--- src/rtl/rr_arbiter_4_if.sv ---
// Request/grant bundle between the requesters and the round-robin arbiter.
// The owner-finished strobe is named rel because "release" is a reserved word.
interface rr_arbiter_4_if;
  logic [3:0] req;        // level-sensitive requests, bit i = requester i
  logic       rel;        // owner finished, only looked at while granted
  logic [3:0] gnt;        // one-hot grant (feeds encoder I input), 0 when idle
  logic       gnt_valid;  // high exactly when gnt != 0
  logic       timeout;    // one-cycle pulse on a forced release

  modport master (
    input  req, rel,
    output gnt, gnt_valid, timeout
  );

  modport slave (
    output req, rel,
    input  gnt, gnt_valid, timeout
  );
endinterface

--- src/rtl/rr_arbiter_4.sv ---
// Four-way round-robin arbiter with bounded grant hold.
// Every grant is followed by at least one idle cycle with gnt=0. The search
// pointer moves past the previous owner only when a grant ends, so no
// requester can starve. All outputs are registered.
module rr_arbiter_4 #(
  parameter int MAX_HOLD = 8  // legal 1..255, grant cycles before forced release
) (
  input  logic            clk,
  input  logic            rst,
  rr_arbiter_4_if.master  bus
);

  typedef enum logic {IDLE, GRANT} state_t;

  localparam logic [7:0] LAST_CNT = 8'(MAX_HOLD - 1);

  state_t     state;
  logic [1:0] ptr;       // first index searched on the next IDLE evaluation
  logic [1:0] idx;       // current owner
  logic [7:0] hold_cnt;  // grant cycles already spent, minus one

  // Rotated view of the requests: position i holds requester (ptr + i) mod 4.
  logic [3:0][1:0] cand;
  logic [3:0]      rot_req;

  genvar gi;
  generate
    for (gi = 0; gi < 4; gi++) begin : g_rot
      assign cand[gi]    = ptr + 2'(gi);
      assign rot_req[gi] = bus.req[cand[gi]];
    end
  endgenerate

  logic       found;
  logic [1:0] pick;

  // Lowest rotated position wins: scan downward so the last hit is the nearest to ptr.
  always_comb begin
    found = 1'b0;
    pick  = 2'd0;
    for (int i = 3; i >= 0; i--) begin
      if (rot_req[i]) begin
        found = 1'b1;
        pick  = cand[i];
      end
    end
  end

  logic owner_drop;
  logic hold_done;
  assign owner_drop = ~bus.req[idx];
  assign hold_done  = (hold_cnt == LAST_CNT);

  // Grant/hold state machine; release beats withdrawal, and both beat timeout.
  always_ff @(posedge clk or posedge rst) begin
    if (rst) begin
      state         <= IDLE;
      ptr           <= 2'd0;
      idx           <= 2'd0;
      hold_cnt      <= 8'd0;
      bus.gnt       <= 4'b0000;
      bus.gnt_valid <= 1'b0;
      bus.timeout   <= 1'b0;
    end else begin
      bus.timeout <= 1'b0;
      case (state)
        IDLE: begin
          if (found) begin
            bus.gnt       <= 4'b0001 << pick;
            bus.gnt_valid <= 1'b1;
            idx           <= pick;
            hold_cnt      <= 8'd0;
            state         <= GRANT;
          end
        end
        GRANT: begin
          if (bus.rel || owner_drop || hold_done) begin
            bus.gnt       <= 4'b0000;
            bus.gnt_valid <= 1'b0;
            bus.timeout   <= ~bus.rel & ~owner_drop;
            ptr           <= idx + 2'd1;
            state         <= IDLE;
          end else begin
            hold_cnt <= hold_cnt + 8'd1;
          end
        end
        default: state <= IDLE;
      endcase
    end
  end

endmodule

--- src/flat_wrapper.sv ---
// flat-port wrapper written by rule: the top's interface ports become plain ports
module rr_arbiter_4_flat 
#(
  parameter int MAX_HOLD = 8                                                     
)
  (clk, rst, bus_req, bus_rel, bus_gnt, bus_gnt_valid, bus_timeout);
  rr_arbiter_4_if bus_i ();
  input  logic clk;
  input  logic rst;
  input wire logic [$bits(bus_i.req)-1:0] bus_req;
  input wire logic [$bits(bus_i.rel)-1:0] bus_rel;
  output wire logic [$bits(bus_i.gnt)-1:0] bus_gnt;
  output wire logic [$bits(bus_i.gnt_valid)-1:0] bus_gnt_valid;
  output wire logic [$bits(bus_i.timeout)-1:0] bus_timeout;
  assign bus_i.req = bus_req;
  assign bus_i.rel = bus_rel;
  assign bus_gnt = bus_i.gnt;
  assign bus_gnt_valid = bus_i.gnt_valid;
  assign bus_timeout = bus_i.timeout;
  rr_arbiter_4 #(.MAX_HOLD(MAX_HOLD)) u_core (.clk(clk), .rst(rst), .bus(bus_i));
endmodule
--- config.mk ---
export PLATFORM = sky130hd
export DESIGN_NAME = rr_arbiter_4_flat
export DESIGN_NICKNAME = d
export VERILOG_FILES = /design/src/rtl/rr_arbiter_4_if.sv /design/src/rtl/rr_arbiter_4.sv /design/src/flat_wrapper.sv
export SDC_FILE = /design/constraint.sdc
export NUM_CORES = 1
export LEC_CHECK = 0
export CAP_MARGIN = 40
export CORE_UTILIZATION = 35
export CTS_CLUSTER_DIAMETER = 200
export DETAILED_ROUTE_END_ITERATION = 10
export PLACE_DENSITY_LB_ADDON = 0.2
export RECOVER_POWER = 100
export SYNTH_ARGS = -nofsm -noshare
export SYNTH_HDL_FRONTEND = slang
export SYNTH_SLANG_ARGS = --single-unit
--- constraint.sdc ---
create_clock -name clk -period 1.9 [get_ports clk]
set_input_delay 0.57 -clock clk [delete_from_list [all_inputs] [get_ports clk]]
set_output_delay 0.57 -clock clk [all_outputs]
set_load 0.01 [all_outputs]
==> impl_metrics.env, run 1 <==
export IMPL_outcome="finished, final reports clean"
export IMPL_postSynthAreaPerCell_um2=10.1
export IMPL_p_clk_share_pct=14.1
export IMPL_synthMuxAreaShare_pct=11.8
export IMPL_synth_seq_area_share_pct=45.7
export IMPL_synth_async_reset_ratio_pct=100
export IMPL_start_util_pct=37.4
export IMPL_critPathKind="register to primary output"
export IMPL_num_vias=866
export IMPL_numCtsBuffers=3
export IMPL_ant_nets=0
export IMPL_utilization_pct=47.5
export IMPL_cp_top_family="buffers and inverters"
export IMPL_max_freq_mhz=544
export IMPL_grt_pass1_vias=844
export IMPL_drc=0
export IMPL_yosysMostFrequentCell="dfrtp_1"
export IMPL_die_area_mm2=0.00320
export IMPL_maxSlewViolCount=0
export IMPL_pre_cts_ws_ps=-301
export IMPL_dpl_hpwl_um=1710
export IMPL_cp_max_fo=1
export IMPL_path_depth=1
export IMPL_synth_seq_cells=19
export IMPL_p_per_area_mw_per_mm2=1160
export IMPL_synthCells=103
export IMPL_syn_num_nets=111
export IMPL_seqPwrFrac_pct=41.1
export IMPL_reg2regPathDepth=5
export IMPL_clk_pin_slew_ps=110
export IMPL_switching_share_pct=37.1
export IMPL_worstMarginPinSlew_ps=1010
export IMPL_critical_path_endpoint="bus_timeout"
export IMPL_path_cells="dlygate4sd3_1"
export IMPL_htreeDepth=1
export IMPL_grt_pass1_wl_um=3910
export IMPL_coreArea_mm2=0.00278
export IMPL_r2r_slack_ps=180
export IMPL_die_width_um=56.5
export IMPL_drt_iter0_drc=39
export IMPL_switchingPower_uw=569
export IMPL_yosys_area_share_adder_pct=1.20
export IMPL_fin_crit_sh_pct=96.7
export IMPL_place_congestion=0.875
export IMPL_synth_simple_gate_area_share_pct=19.0
export IMPL_synth_area_leaders="dfrtp_1 46%, mux2i_1 6.7%, nand2_1 3.6%"
export IMPL_synth_top_area_cell="dfrtp_1"
export IMPL_clk_path_buf_depth=2
export IMPL_ys_types=39
export IMPL_critPathCaptureType="primary output"
export IMPL_syn2layout_area_growth_pct=27.0
export IMPL_synth_ff_type="dfrtp_1"
export IMPL_grt_ovfl_total=0
export IMPL_port_buffer_count=12
export IMPL_cts_root_buf="clkbuf_4"
export IMPL_leakage_uw=0.000617
export IMPL_worstSkewPairLatency_ps=310
export IMPL_die_h_um=56.5
export IMPL_critPathSlowestCell="dlygate4sd3_1"
export IMPL_firstDrtPassIters=4
export IMPL_cts_tree="yes"
export IMPL_path_buf_inv=1
export IMPL_yosysWarningCount=0
export IMPL_critPathLaunchType="register"
export IMPL_diodes=0
export IMPL_hold_viol=0
export IMPL_period_needed_ps=1840
export IMPL_hold_class="register to register"
export IMPL_synthXorXnorAreaFrac_pct=0.841
export IMPL_cts_sinks=19
export IMPL_drive_gt1_share_pct=20.0
export IMPL_pin_count=13
export IMPL_synth_commonest_cells="19 x dfrtp_1, 10 x nand2_1, 7 x mux2i_1"
export IMPL_grt_setup_unrepaired="true"
export IMPL_p_int_uw=966
export IMPL_setup_slack_ps=63.0
export IMPL_relSlewSlack_pct=32.6
export IMPL_setup_worst_path_start="u_core.bus.timeout$_DFF_PP0_"
export IMPL_synth_edf_count=0
export IMPL_rows=19
export IMPL_grt_max_degree=20
export IMPL_drv_cap=0
export IMPL_grt_usage_pct=16.0
export IMPL_rr_endpoint="u_core.ptr[1]$_DFFE_PP0P_"
export IMPL_worst_ep_required_time_ps=1330
export IMPL_routed_via_density=5.38
export IMPL_p_comb_share_pct=44.8
export IMPL_setup_viol=0
export IMPL_drt_total_wl_um=2230
export IMPL_wl_per_cell_um=13.9
export IMPL_reg2reg_from="u_core.hold_cnt[1]$_DFFE_PP0P_"
export IMPL_nets=139
export IMPL_ir_drop_mv=0.834
export IMPL_synth_top_family_by_area="simple AND/OR/NAND/NOR gates"
export IMPL_max_stage_delay_ps=600
export IMPL_skew_ps=7.95
export IMPL_cp_arrival_ps=1270
export IMPL_syn_cell_area_mm2=0.00104
export IMPL_synth_compound_area_share_pct=16.9
export IMPL_antenna_found_initial=0
export IMPL_synth_top_cell_area_share_pct=45.7
sequential cells by signal (all words and copies together), names as in the netlist:
signal,count
u_core.hold_cnt,8
u_core.bus.gnt,4
u_core.bus.gnt_valid,1
u_core.state,1
u_core.idx,2
u_core.bus.timeout,1
u_core.ptr,2
cells in the final DEF, fill, tap and decap left out, types with 2 or more instances in the layout:
cell / netlist / layout
dfrtp_1: 19 / 19
buf_4: 0 / 12
clkdlybuf4s50_1: 0 / 11
nand2_1: 10 / 10
mux2i_1: 7 / 7
inv_1: 6 / 6
nor2_1: 6 / 6
nand3_1: 6 / 6
o21ai_0: 3 / 4
a21oi_1: 3 / 3
nor3_1: 4 / 3
clkbuf_4: 0 / 3
nor3b_1: 2 / 2
mux2_4: 2 / 2
a32o_1: 2 / 2
a21o_1: 2 / 2
and3_1: 2 / 2
a22oi_1: 2 / 2
o32ai_1: 2 / 2
clkbuf_1: 1 / 2
cell type report:
type                    instances  area (µm²)
multi-input cells              74         533
repair buffers                 27         223
inverters                       6        22.5
fillers                       261        1460
clock inverters                 1        7.51
clock buffers                   3        22.5
well taps                      31        38.8
flip-flops and latches         19         475
metal layers:
layer / GRT usage, % / vias up / part of all wire, %
li1: - / 434 / -
met1: 21.5 / 415 / 48
met2: 23.9 / 10 / 47
met3: 4.61 / 7 / 3.5
met4: 7.32 / 0 / 2.3
met5: 0 / - / 0
stage by stage:
step                      cells  power [µW]  setup TNS [ps]  hold WS [ps]  cell area (µm²)
after floorplan             103        1050               0           468             1040
after global placement      157        1310           -4150           461             1290
after detailed placement    157        1330           -4350           471             1290
after CTS                   161        1550               0           496             1320
after global routing        161        1660           -25.1           509             1320
final                       161        1540               0           487             1320
worst min path at each step:
stage,end,from,cells after the start,slack (ps)
CTS,u_core.bus.gnt_valid$_DFFE_PP0P_,u_core.bus.gnt_valid$_DFFE_PP0P_,1,500
floorplan,u_core.hold_cnt[6]$_DFFE_PP0P_,u_core.hold_cnt[6]$_DFFE_PP0P_,1,470
finish,u_core.bus.gnt_valid$_DFFE_PP0P_,u_core.bus.gnt_valid$_DFFE_PP0P_,1,490
global route,u_core.bus.gnt_valid$_DFFE_PP0P_,u_core.bus.gnt_valid$_DFFE_PP0P_,1,510
global placement,u_core.bus.gnt_valid$_DFFE_PP0P_,u_core.bus.gnt_valid$_DFFE_PP0P_,1,460
detailed placement,u_core.bus.gnt_valid$_DFFE_PP0P_,u_core.bus.gnt_valid$_DFFE_PP0P_,1,470
power by group through the flow:
stage	Sequential (µW)	Combinational (µW)	Clock [µW]
after CTS	632	690	227
after floorplan	626	427	0
after global placement	637	673	0
final	631	687	217
after global routing	655	764	243
after detailed placement	641	686	0
cell families after synthesis:
kind of cell    Yosys count
compound gates           24
mux                      11
flops                    19
fa+ha+maj                 1
buf+inv                  10
xor+xnor                  1
simple gates             37
repair_timing:
| action | CTS | global route |
|---|---|---|
| endpoints found under the setup margin | 0 | 14 |
| resized for setup | 0 | 4 |
| hold buffers | 0 | 0 |
| setup buffers | 0 | 0 |
(Power assumes the default switching activity.)
==> inputs of run 2 (changes only) <==
- SLEW_MARGIN: not set -> 20
==> results of run 2 <==
Final layout, timing and power as in run 1 (identical DEF).
